## src/rtl/msrv32_bpu.sv

```systemverilog
// rtl/msrv32_bpu.sv - branch resolution, 2-bit BHT prediction and statistics for msrv32
module msrv32_bpu #(
    parameter int XLEN        = 32,
    parameter int BHT_ENTRIES = 64,
    parameter int CNT_W       = 32
) (
    input  logic                ms_riscv32_mp_clk_in,
    input  logic                ms_riscv32_mp_rst_in,
    input  logic                valid_in,
    input  logic [4:0]          opcode_6_to_2_in,
    input  logic [2:0]          funct3_in,
    input  logic [XLEN-1:0]     rs1_in,
    input  logic [XLEN-1:0]     rs2_in,
    input  logic [XLEN-1:0]     pc_in,
    input  logic                predicted_taken_in,
    input  logic [XLEN-1:0]     lookup_pc_in,
    input  logic                stats_clr_in,
    output logic                predict_taken_out,
    output logic                valid_out,
    output logic                branch_taken_out,
    output logic                mispredict_out,
    output logic [CNT_W-1:0]    branch_count_out,
    output logic [CNT_W-1:0]    mispredict_count_out
);

    localparam int IDX_W = $clog2(BHT_ENTRIES);

    localparam logic [4:0] OPC_BRANCH = 5'b11000;
    localparam logic [4:0] OPC_JAL    = 5'b11011;
    localparam logic [4:0] OPC_JALR   = 5'b11001;

    localparam logic [CNT_W-1:0] CNT_ONE = {{(CNT_W-1){1'b0}}, 1'b1};
    localparam logic [CNT_W-1:0] CNT_MAX = {CNT_W{1'b1}};

    logic [1:0]       bht [BHT_ENTRIES];

    logic             is_branch;
    logic             is_jump;
    logic             f3_legal;
    logic             cond;
    logic             taken;
    logic             mispredict;
    logic             bht_upd;
    logic [IDX_W-1:0] upd_idx;
    logic [IDX_W-1:0] lookup_idx;

    // Bits of the PCs that play no part in indexing.
    logic             unused_pc_bits;
    assign unused_pc_bits = ^{pc_in[XLEN-1:IDX_W+2], pc_in[1:0],
                              lookup_pc_in[XLEN-1:IDX_W+2], lookup_pc_in[1:0]};

    assign upd_idx    = pc_in[IDX_W+1:2];
    assign lookup_idx = lookup_pc_in[IDX_W+1:2];

    // Fetch-side lookup reads the table as it stands before this cycle's update.
    assign predict_taken_out = bht[lookup_idx][1];

    // Opcode decode and branch condition evaluation.
    always_comb begin
        is_branch = 1'b0;
        is_jump   = 1'b0;
        f3_legal  = 1'b0;
        cond      = 1'b0;
        case (opcode_6_to_2_in)
            OPC_BRANCH: is_branch = 1'b1;
            OPC_JAL:    is_jump   = 1'b1;
            OPC_JALR:   is_jump   = 1'b1;
            default:    ;
        endcase
        case (funct3_in)
            3'b000: begin f3_legal = 1'b1; cond = (rs1_in == rs2_in); end
            3'b001: begin f3_legal = 1'b1; cond = (rs1_in != rs2_in); end
            3'b100: begin f3_legal = 1'b1; cond = ($signed(rs1_in) <  $signed(rs2_in)); end
            3'b101: begin f3_legal = 1'b1; cond = ($signed(rs1_in) >= $signed(rs2_in)); end
            3'b110: begin f3_legal = 1'b1; cond = (rs1_in <  rs2_in); end
            3'b111: begin f3_legal = 1'b1; cond = (rs1_in >= rs2_in); end
            default: ;
        endcase
        taken = is_jump | (is_branch & f3_legal & cond);
    end

    // A non-control instruction guessed taken also counts as a mispredict.
    assign mispredict = valid_in & (taken != predicted_taken_in);
    assign bht_upd    = valid_in & is_branch & f3_legal;

    // Result pipeline register and saturating BHT update.
    always_ff @(posedge ms_riscv32_mp_clk_in) begin
        if (ms_riscv32_mp_rst_in) begin
            valid_out        <= 1'b0;
            branch_taken_out <= 1'b0;
            mispredict_out   <= 1'b0;
            for (int k = 0; k < BHT_ENTRIES; k++) begin
                bht[k] <= 2'b01;
            end
        end else begin
            valid_out        <= valid_in;
            branch_taken_out <= valid_in & taken;
            mispredict_out   <= mispredict;
            if (bht_upd) begin
                if (cond && bht[upd_idx] != 2'b11) begin
                    bht[upd_idx] <= bht[upd_idx] + 2'b01;
                end else if (!cond && bht[upd_idx] != 2'b00) begin
                    bht[upd_idx] <= bht[upd_idx] - 2'b01;
                end
            end
        end
    end

    // Saturating statistics counters; clear wins over a same-cycle increment.
    always_ff @(posedge ms_riscv32_mp_clk_in) begin
        if (ms_riscv32_mp_rst_in || stats_clr_in) begin
            branch_count_out     <= '0;
            mispredict_count_out <= '0;
        end else begin
            if (bht_upd && branch_count_out != CNT_MAX) begin
                branch_count_out <= branch_count_out + CNT_ONE;
            end
            if (mispredict && mispredict_count_out != CNT_MAX) begin
                mispredict_count_out <= mispredict_count_out + CNT_ONE;
            end
        end
    end

endmodule

```

## config.mk

```make
export PLATFORM = sky130hd
export DESIGN_NAME = msrv32_bpu
export DESIGN_NICKNAME = d
export VERILOG_FILES = /design/src/rtl/msrv32_bpu.sv
export SDC_FILE = /design/constraint.sdc
export NUM_CORES = 1
export LEC_CHECK = 0
export BUFFER_PORTS_ARGS = -buffer_cell sky130_fd_sc_hd__buf_2
export CORE_MARGIN = 2
export CORE_UTILIZATION = 55
export DETAILED_ROUTE_END_ITERATION = 10
export HOLD_SLACK_MARGIN = 0.05
export PLACE_DENSITY_LB_ADDON = 0.12
export SLEW_MARGIN = 20
export SYNTH_ARGS = -nofsm -noshare
export SYNTH_HDL_FRONTEND = slang
export SYNTH_SLANG_ARGS = --single-unit
```

## constraint.sdc

```tcl
create_clock -name ms_riscv32_mp_clk_in -period 4.61 [get_ports ms_riscv32_mp_clk_in]
set_clock_uncertainty 0.1 [all_clocks]
set_input_delay 0.461 -clock ms_riscv32_mp_clk_in [delete_from_list [all_inputs] [get_ports ms_riscv32_mp_clk_in]]
set_output_delay 0.461 -clock ms_riscv32_mp_clk_in [all_outputs]
set_load 0.02 [all_outputs]
```

==> flow_metrics.py, run 1 <==
metrics = {
    "worst_hold_path": {
        "hold_class": "in2reg",
        "min_to": "mispredict_count_out[4]",
        "hold-path-cell-count": 3,
        "hp-start": "stats_clr_in",
    },
    "cts": {
        "h-tree-depth": 4,
        "postCtsSetupBuffers": 0,
        "cts_num_sinks": 195,
        "path_clk_slew_ps": 70,
        "tritoncts": "yes",
        "cts_resized": 0,
        "clock_latency_ps": 450,
        "holdBufCountCts": 0,
        "clk_path_buf_depth": 2,
        "cts_root_buf": "clkbuf_16",
        "cts_buffers": 17,
    },
    "global_route": {
        "grt_overflow": 0,
        "grt_use_met2": 0.456,
        "grt_max_degree": 72,
        "grt_pass1_vias": 8964,
        "grt_pass1_wl_um": 47900,
        "grt.busiest_layer": "met2",
        "grt_usage": 0.279,
        "grt.met1_usage": 0.374,
        "met3_usage": 0.0642,
        "antenna_found_initial": 1,
    },
    "final_layout": {
        "final_cell_count_no_fill": 1514,
        "seq_area_mm2": 0.00518,
        "syn2layout_area_growth_pct": 13.8,
        "fillers": 1701,
        "drive_gt1_frac": 0.244,
        "fin_nets": 1406,
        "multiInputGateArea_mm2": 0.00563,
        "diodes": 0,
    },
    "floorplan": {
        "rows": 52,
        "start_util": 0.561,
        "core_area_mm2": 0.0203,
        "die-height_um": 148,
        "fp.dieW_um": 148,
        "die_area_mm2": 0.0219,
        "io_pins": 209,
    },
    "sta": {
        "worst_pin_slew_ps": 890,
        "fmaxAchievable_mhz": 248,
        "timing_hold_violations_final": 0,
        "period_share": 0.874,
        "fin_crit_ps": 4030,
        "finalSetupViolations": 0,
        "rsz0062_at_grt": "no",
        "max-slew-margin-rel": 0.405,
        "drv_slew": 0,
        "setup-tns-final_ps": 0,
    },
    "setup_path": {
        "cp.required_ps": 4630,
        "cp-end-kind": "flop",
        "worstPathCellList": "buf_2 -> buf_4 -> nor2_1 -> a211o_1 -> a22oi_1 -> nor2_1 -> nor4_4 -> nand2_2 -> a41oi_2 -> o31a_1 -> buf_12 -> nand4_4 -> o21bai_1",
        "r2r-start": "bht[45][1]",
        "crit_arrival_ps": 4050,
        "cp_slowest_cell": "o21bai_1",
        "critPathKind": "in2reg",
        "crit_top_cell": "nor2_1",
        "path_max_fanout": 19,
        "r2r_cells": 10,
        "ff2ff_setup_slack_ps": 800,
        "rr_endpoint": "bht[47][0]",
        "startpoint_type": "input port",
        "slowest_delay_ps": 390,
    },
    "place": {
        "portBuffers": 156,
        "place.gp.congestion": 0.860,
        "hpwl_um": 20600,
        "dp.cells": 1482,
    },
    "synth": {
        "synth_warnings": 0,
        "ys_ff_latch": 195,
        "dominantRegCellSynth": "edfxtp_1",
        "async_flop_share": 0,
        "synth_edf_count": 128,
        "yosysTopAreaCellShare": 0.337,
        "yosys-top-cells-count": "128 x edfxtp_1, 121 x nand2_1, 85 x nor2_1",
        "synth_cell_types": 84,
        "synth-seq-area-share": 0.455,
        "syn-mean-instance-area_um2": 10.4,
        "yosysMostFrequentCell": "edfxtp_1",
        "synth_top_area_cell": "edfxtp_1",
        "synth_area_mm2": 0.0114,
        "syn_inst": 1099,
        "synthTopCellsByArea": "edfxtp_1 34%, dfxtp_1 12%, mux4_2 6.9%, o21bai_1 4.2%, nand2_1 4.0%",
        "synth_nets": 1274,
    },
    "power": {
        "p_leak_nw": 4.69,
        "powerDensity_mw_per_mm2": 293,
        "ir_drop_uv": 294,
    },
    "route": {
        "vias_per_cell": 6.02,
        "postRouteAntennaNets": 0,
        "num_vias": 9118,
        "drt-wirelength-per-cell_um": 19.6,
        "route.detailed.drc": 0,
        "drtPass1Iterations": 5,
        "drtIter0Drc": 641,
        "wirelength_um": 29700,
    },
    "flow_run": {
        "maxCapViolCount": 0,
    },
    "run_status": {
        "status": "completed",
    },
}
-- power by group --
part	total, W	leakage [nW]	internal, W	switching [W]
clock	0.00143	0.281	0.000726	0.000707
combinational	0.000478	2.77	0.000189	0.000288
sequential	0.00189	1.64	0.00188	0.0000130
-- registers in the layout, indices dropped and copies added (netlist names) --
name / flops
mispredict_out: 1
branch_count_out: 32
mispredict_count_out: 32
valid_out: 1
bht: 128
branch_taken_out: 1
-- worst max path at each step --
stage,cells after the start,to,from
floorplan,5,predict_taken_out,lookup_pc_in[2]
global placement,13,bht[15][0],pc_in[3]
detailed placement,13,bht[47][1],pc_in[3]
CTS,13,bht[47][0],pc_in[3]
global route,14,bht[61][1],pc_in[3]
finish,13,bht[47][0],pc_in[3]
-- area by class of cell --
cell class | count | area share
Clock buffer | 19 | 0.0343
Clock inverter | 13 | 0.00926
Inverter | 48 | 0.0139
Multi-Input combinational cell | 779 | 0.434
Sequential cell | 195 | 0.400
Tap cell | 270 | 0.0261
Timing Repair Buffer | 190 | 0.0828
-- cells by family (layout without fill, tap and decap cells) --
group                    after synthesis  count (layout)  share of synthesized area
AND/OR/NAND/NOR                      441             441                      0.201
flip-flops                           195             195                      0.455
AO/OA/AOI/OAI                        192             192                      0.119
buffers and inverters                125             270                     0.0518
multiplexers                          68              68                      0.101
XOR/XNOR                              44              44                     0.0338
adder cells (fa/ha/maj)               34              34                     0.0373
-- per-stage QoR --
| stage | hold slack (ps) | utilization | power, W | setup slack, ps | cell area, um^2 |
|---|---|---|---|---|---|
| floorplan | 452 | - | 0.00225 | 1110 | 11400 |
| global placement | 375 | 0.611 | 0.00239 | 376 | 12400 |
| detailed placement | 394 | 0.611 | 0.00240 | 208 | 12400 |
| CTS | 258 | 0.639 | 0.00382 | 666 | 13000 |
| global route | 274 | 0.639 | 0.00393 | 428 | 13000 |
| finish | 265 | 0.639 | 0.00380 | 581 | 13000 |
-- worst max-delay path: cells and delay by family --
family | cells | cell delay (ps)
AO/OA/AOI/OAI | 5 | 1400
buffers and inverters | 3 | 900
AND/OR/NAND/NOR | 5 | 1250
-- per-layer routing --
layer	wire (um)	up-vias	part of all wire
met1	12500	4378	0.42
met3	2230	55	0.075
met2	14300	368	0.48
met4	701	2	0.024
met5	13	-	0.00044
li1	-	4315	-
-- cell usage in the layout, fill, tap and decap left out, types with 17 or more instances in the layout --
cell | Yosys | final
a21oi_1 | 44 | 44
and3_1 | 19 | 19
buf_2 | 22 | 156
buf_4 | 6 | 31
clkbuf_16 | 0 | 17
dfxtp_1 | 67 | 67
edfxtp_1 | 128 | 128
ha_1 | 34 | 34
inv_1 | 48 | 48
mux2i_1 | 20 | 20
mux4_2 | 35 | 35
nand2_1 | 121 | 121
nand3_1 | 32 | 32
nand4_1 | 31 | 31
nor2_1 | 85 | 85
nor3_1 | 62 | 62
o21ai_0 | 17 | 17
o21bai_1 | 64 | 64
or3_1 | 17 | 17
xnor2_1 | 23 | 23
xor2_1 | 21 | 21
No activity file was read; power rests on OpenSTA's default activity.
==> run 2, diff against run 1 <==
GPL_ROUTABILITY_DRIVEN = 0   (was unset)
clock period = 5.08 ns   (was 4.61 ns; I/O delays follow)
==> run 2 against run 1 <==
Clock-buffer cell count grew 2. Sequential share of layout area down 0.10 points. First-iteration DRC count decreased by 10%. Utilization grew 0.17 points. Non-clock buffer count shrank 4. Cell count fell by 0.20%. Routed wire length decreased by 1.1%. Die area unchanged. Register-to-register slack improved by 250 ps. Via count barely moved. Critical endpoint is now bht[7][1]. Largest cell class unchanged. Highest routed layer is now met4.
==> flow_metrics.py, run 2 (same netlist as run 1, synthesis figures left out) <==
metrics = {
    "route": {
        "postRouteAntennaNets": 0,
        "num_vias": 9114,
        "vias_per_cell": 6.03,
        "drt-wirelength-per-cell_um": 19.4,
        "wirelength_um": 29400,
        "drtIter0Drc": 576,
        "drtPass1Iterations": 9,
        "route.detailed.drc": 0,
    },
    "cts": {
        "clock_latency_ps": 440,
        "cts_num_sinks": 195,
        "cts_resized": 0,
        "clk_path_buf_depth": 2,
        "cts_buffers": 17,
        "tritoncts": "yes",
        "holdBufCountCts": 0,
        "path_clk_slew_ps": 70,
        "h-tree-depth": 4,
        "postCtsSetupBuffers": 0,
        "cts_root_buf": "clkbuf_16",
    },
    "setup_path": {
        "cp.required_ps": 5100,
        "crit_top_cell": "buf_4",
        "startpoint_type": "input port",
        "slowest_delay_ps": 460,
        "critPathKind": "in2reg",
        "critPathLaunch": "pc_in[3]",
        "ff2ff_setup_slack_ps": 1050,
        "crit_buf_inv": 3,
        "path_delay_family": "compound AO/OA/AOI/OAI gates",
        "rr_endpoint": "bht[7][1]",
        "r2r_cells": 10,
        "cp-end-kind": "flop",
        "worstPathCellList": "buf_2 -> buf_4 -> mux2_1 -> a221oi_1 -> o22a_1 -> nor2_1 -> nor4_2 -> nand2_2 -> a41oi_2 -> o31a_1 -> buf_4 -> nand4_4 -> o21bai_1",
        "crit_arrival_ps": 4340,
        "cp_slowest_cell": "o31a_1",
        "path_max_fanout": 19,
        "r2r-start": "bht[45][1]",
    },
    "worst_hold_path": {
        "min_to": "mispredict_count_out[4]",
        "hold-path-cell-count": 3,
        "hold_class": "in2reg",
        "hp-start": "stats_clr_in",
    },
    "place": {
        "placed_cell_area_mm2": 0.0124,
        "portBuffers": 156,
        "hpwl_um": 20400,
        "dp.cells": 1478,
    },
    "floorplan": {
        "start_util": 0.561,
        "rows": 52,
        "die_area_mm2": 0.0219,
        "fp.dieW_um": 148,
        "die-height_um": 148,
        "io_pins": 209,
        "core_area_mm2": 0.0203,
    },
    "sta": {
        "max-slew-margin-rel": 0.334,
        "finalSetupViolations": 0,
        "fin_crit_ps": 4320,
        "timing_hold_violations_final": 0,
        "rsz0062_at_grt": "no",
        "hold_ws_ps": 319,
        "worst_pin_slew_ps": 985,
        "fmaxAchievable_mhz": 232,
        "drv_slew": 0,
        "period_share": 0.850,
        "setup-tns-final_ps": 0,
    },
    "power": {
        "powerDensity_mw_per_mm2": 274,
        "ir_drop_uv": 250,
        "p_leak_nw": 4.70,
    },
    "global_route": {
        "grt_pass1_wl_um": 47200,
        "antenna_found_initial": 1,
        "grt_overflow": 0,
        "grt_usage": 0.275,
        "grt_max_degree": 72,
        "grt_pass1_vias": 9095,
    },
    "final_layout": {
        "final_common_cell": "buf_2",
        "layout_common_cells": "156 x buf_2, 128 x edfxtp_1, 121 x nand2_1",
        "syn2layout_area_growth_pct": 14.1,
        "drive_gt1_frac": 0.242,
        "stdcell_area_mm2": 0.0130,
        "regMostFlops": "bht",
        "fin_util": 0.640,
        "reg.largest.list": "bht: 128 flops, branch_count_out: 32 flops, mispredict_count_out: 32 flops",
        "fin_nets": 1402,
        "largest_reg_flops": 128,
        "final_cell_count_no_fill": 1511,
    },
    "flow_run": {
        "maxCapViolCount": 0,
    },
    "run_status": {
        "status": "completed",
    },
}
## run 2: metal layers
| layer | vias up | GRT usage | wire length, um |
|---|---|---|---|
| met5 | - | 0 | 0 |
| met4 | 0 | 0.104 | 928 |
| met3 | 61 | 0.0630 | 2250 |
| met2 | 350 | 0.459 | 14200 |
| met1 | 4374 | 0.352 | 12000 |
| li1 | 4329 | - | - |
## run 2: how the worst max path moves through the flow
stage	endpoint	slack (ps)	cells after the start
2_1_floorplan	predict_taken_out	1480	5
3_3_place_gp	bht[7][1]	460	13
3_5_place_dp	bht[7][1]	380	13
4_1_cts	bht[7][1]	840	13
5_1_grt	bht[7][1]	530	13
6_report	bht[7][1]	760	13
## run 2: cell type report
| type | count | area, um^2 |
|---|---|---|
| inverter | 48 | 180 |
| timing repair buffer | 186 | 1040 |
| clock inverter | 11 | 123 |
| sequential | 195 | 5180 |
| multi-input combinational | 779 | 5630 |
| fill | 1674 | 7300 |
| tap | 270 | 338 |
| antenna | 1 | 2.50 |
| clock buffer | 21 | 503 |
## run 2: where the power goes
part / internal [W] / total (W) / switching [W]
logic: 0.000170 / 0.000431 / 0.000261
registers: 0.00170 / 0.00172 / 0.0000126
clock network: 0.000782 / 0.00142 / 0.000637
## run 2: worst min-delay path, stage by stage
cell and delay, ps:
buf_2 130, or3_1 110, mux2i_1 60
## run 2: stage by stage
| step | total power, W | setup WS (ps) |
|---|---|---|
| floorplan | 0.00204 | 1480 |
| global placement | 0.00217 | 455 |
| detailed placement | 0.00218 | 382 |
| CTS | 0.00358 | 836 |
| global route | 0.00368 | 531 |
| finish | 0.00357 | 763 |
==> run 3, diff against run 2 <==
CORE_UTILIZATION = 51   (was 55)
clock period = 3.9 ns   (was 5.08 ns; I/O delays follow)
==> run 3 against run 2 <==
Non-clock buffer count up 54. Worst hold slack worse by 140 ps. Critical path type is now reg2reg. Utilization down 2.4 points. Sequential cell count unchanged. Clock-buffer cell count down 3. Design area up 3.9%. First-iteration DRC count up 7.6%. Setup slack worse by 360 ps. Combinational power up 42%. Clock power up 24%.
==> flow_metrics.py, run 3 (same netlist as run 1, synthesis figures left out) <==
metrics = {
    "final_layout": {
        "largest_reg_flops": 128,
        "fin_nets": 1456,
        "final_cell_count_no_fill": 1574,
        "regMostFlops": "bht",
        "fin_util": 0.617,
        "layout_common_cells": "156 x buf_2, 128 x edfxtp_1, 121 x nand2_1",
        "diodes": 0,
        "syn2layout_area_growth_pct": 18.5,
        "final_common_cell": "buf_2",
        "drive_gt1_frac": 0.273,
        "reg.largest.list": "bht: 128 flops, branch_count_out: 32 flops, mispredict_count_out: 32 flops",
    },
    "sta": {
        "finalSetupViolations": 0,
        "timing_hold_violations_final": 0,
        "worst_pin_slew_ps": 834,
        "fin_ws_ps": 399,
        "fin_crit_ps": 3500,
        "drv_slew": 0,
        "period_share": 0.898,
        "fmaxAchievable_mhz": 286,
        "setup-tns-final_ps": 0,
        "max-slew-margin-rel": 0.444,
        "rsz0062_at_grt": "no",
    },
    "cts": {
        "tritoncts": "yes",
        "cts_num_sinks": 195,
        "cts_buffers": 17,
        "postCtsSetupBuffers": 0,
        "h-tree-depth": 4,
        "cts_resized": 0,
        "cts_root_buf": "clkbuf_16",
        "path_clk_slew_ps": 80,
        "clock_latency_ps": 440,
        "clk_path_buf_depth": 2,
        "holdBufCountCts": 0,
    },
    "route": {
        "num_vias": 9277,
        "drt-wirelength-per-cell_um": 18.9,
        "route.detailed.drc": 0,
        "vias_per_cell": 5.89,
        "postRouteAntennaNets": 0,
        "drtIter0Drc": 620,
        "wirelength_um": 29800,
        "drtPass1Iterations": 5,
    },
    "power": {
        "total_power_w": 0.00460,
        "clock_power_share": 0.382,
        "swShare": 0.265,
        "combPwrFrac": 0.133,
        "powerDensity_mw_per_mm2": 341,
        "sequentialPowerShare": 0.485,
        "ir_drop_uv": 285,
        "p_leak_nw": 4.98,
        "p_int_w": 0.00339,
        "p_switching_w": 0.00122,
    },
    "floorplan": {
        "die-height_um": 153,
        "start_util": 0.520,
        "io_pins": 209,
        "fp.dieW_um": 153,
        "die_area_mm2": 0.0235,
        "rows": 54,
        "core_area_mm2": 0.0219,
    },
    "setup_path": {
        "path_max_fanout": 16,
        "worst-path-stages": 10,
        "path_delay_family": "compound AO/OA/AOI/OAI gates",
        "startpoint_type": "flop",
        "r2r_cells": 10,
        "cp_slowest_cell": "or4_4",
        "slowest_delay_ps": 550,
        "cp.required_ps": 3920,
        "crit_arrival_ps": 3520,
        "critPathLaunch": "bht[45][1]",
        "r2r-start": "bht[45][1]",
        "cp-end-kind": "flop",
        "crit_buf_inv": 1,
        "worstPathCellList": "mux4_1 -> mux2i_1 -> o22a_1 -> o21ai_1 -> or4_4 -> a41oi_2 -> o31a_1 -> buf_12 -> nand3_4 -> o21bai_1",
        "critPathKind": "reg2reg",
    },
    "worst_hold_path": {
        "hold_class": "in2reg",
        "hold-path-cell-count": 3,
        "hp-start": "stats_clr_in",
    },
    "global_route": {
        "grt_pass1_wl_um": 47300,
        "grt_usage": 0.254,
        "grt_max_degree": 72,
        "antenna_found_initial": 0,
        "grt_pass1_vias": 8748,
        "grt_overflow": 0,
    },
    "place": {
        "hpwl_um": 21700,
        "place_ws_ps": -6.74,
        "portBuffers": 156,
        "dp.cells": 1542,
    },
    "run_status": {
        "status": "completed",
    },
    "flow_run": {
        "maxCapViolCount": 0,
    },
}
==> run 3: path summary, 6_finish.rpt <==
check | end | slack [ps]
worst max-delay path | bht[27][0] | 400
worst min-delay path | mispredict_count_out[18] | 180
worst max register to register | bht[27][0] | 400
worst min register to register | mispredict_count_out[4] | 400
==> run 3: worst min-delay path, stage by stage <==
cell     delay, ps
buf_2          120
or3_1          100
mux2i_1         50
==> run 3: per-layer routing <==
layer  share of wire  track usage  up-vias
met5               0            0        -
met1            0.42        0.355     4496
met3           0.070       0.0366       36
met4           0.016       0.0647        0
li1                -            -     4425
met2            0.49        0.421      320
==> run 3: layout make-up <==
type | instances | area [um^2]
timing repair buffer | 240 | 1590
multi-input combinational | 779 | 5630
fill | 1851 | 8390
inverter | 48 | 180
tap | 280 | 350
clock inverter | 14 | 145
clock buffer | 18 | 429
sequential | 195 | 5180
==> run 3: power groups by stage <==
stage	Combinational [W]	Clock, W	Sequential [W]
2_1_floorplan	0.000387	0	0.00228
3_3_place_gp	0.000598	0	0.00228
3_5_place_dp	0.000608	0	0.00228
4_1_cts	0.000611	0.00178	0.00223
5_1_grt	0.000664	0.00186	0.00224
6_report	0.000611	0.00176	0.00223
==> run 3: metrics by stage <==
stage,hold slack [ps],cell area (um^2)
after floorplan,452,11400
after detailed placement,384,12900
after CTS,167,13500
after global placement,372,12900
final,177,13500
after global routing,184,13500
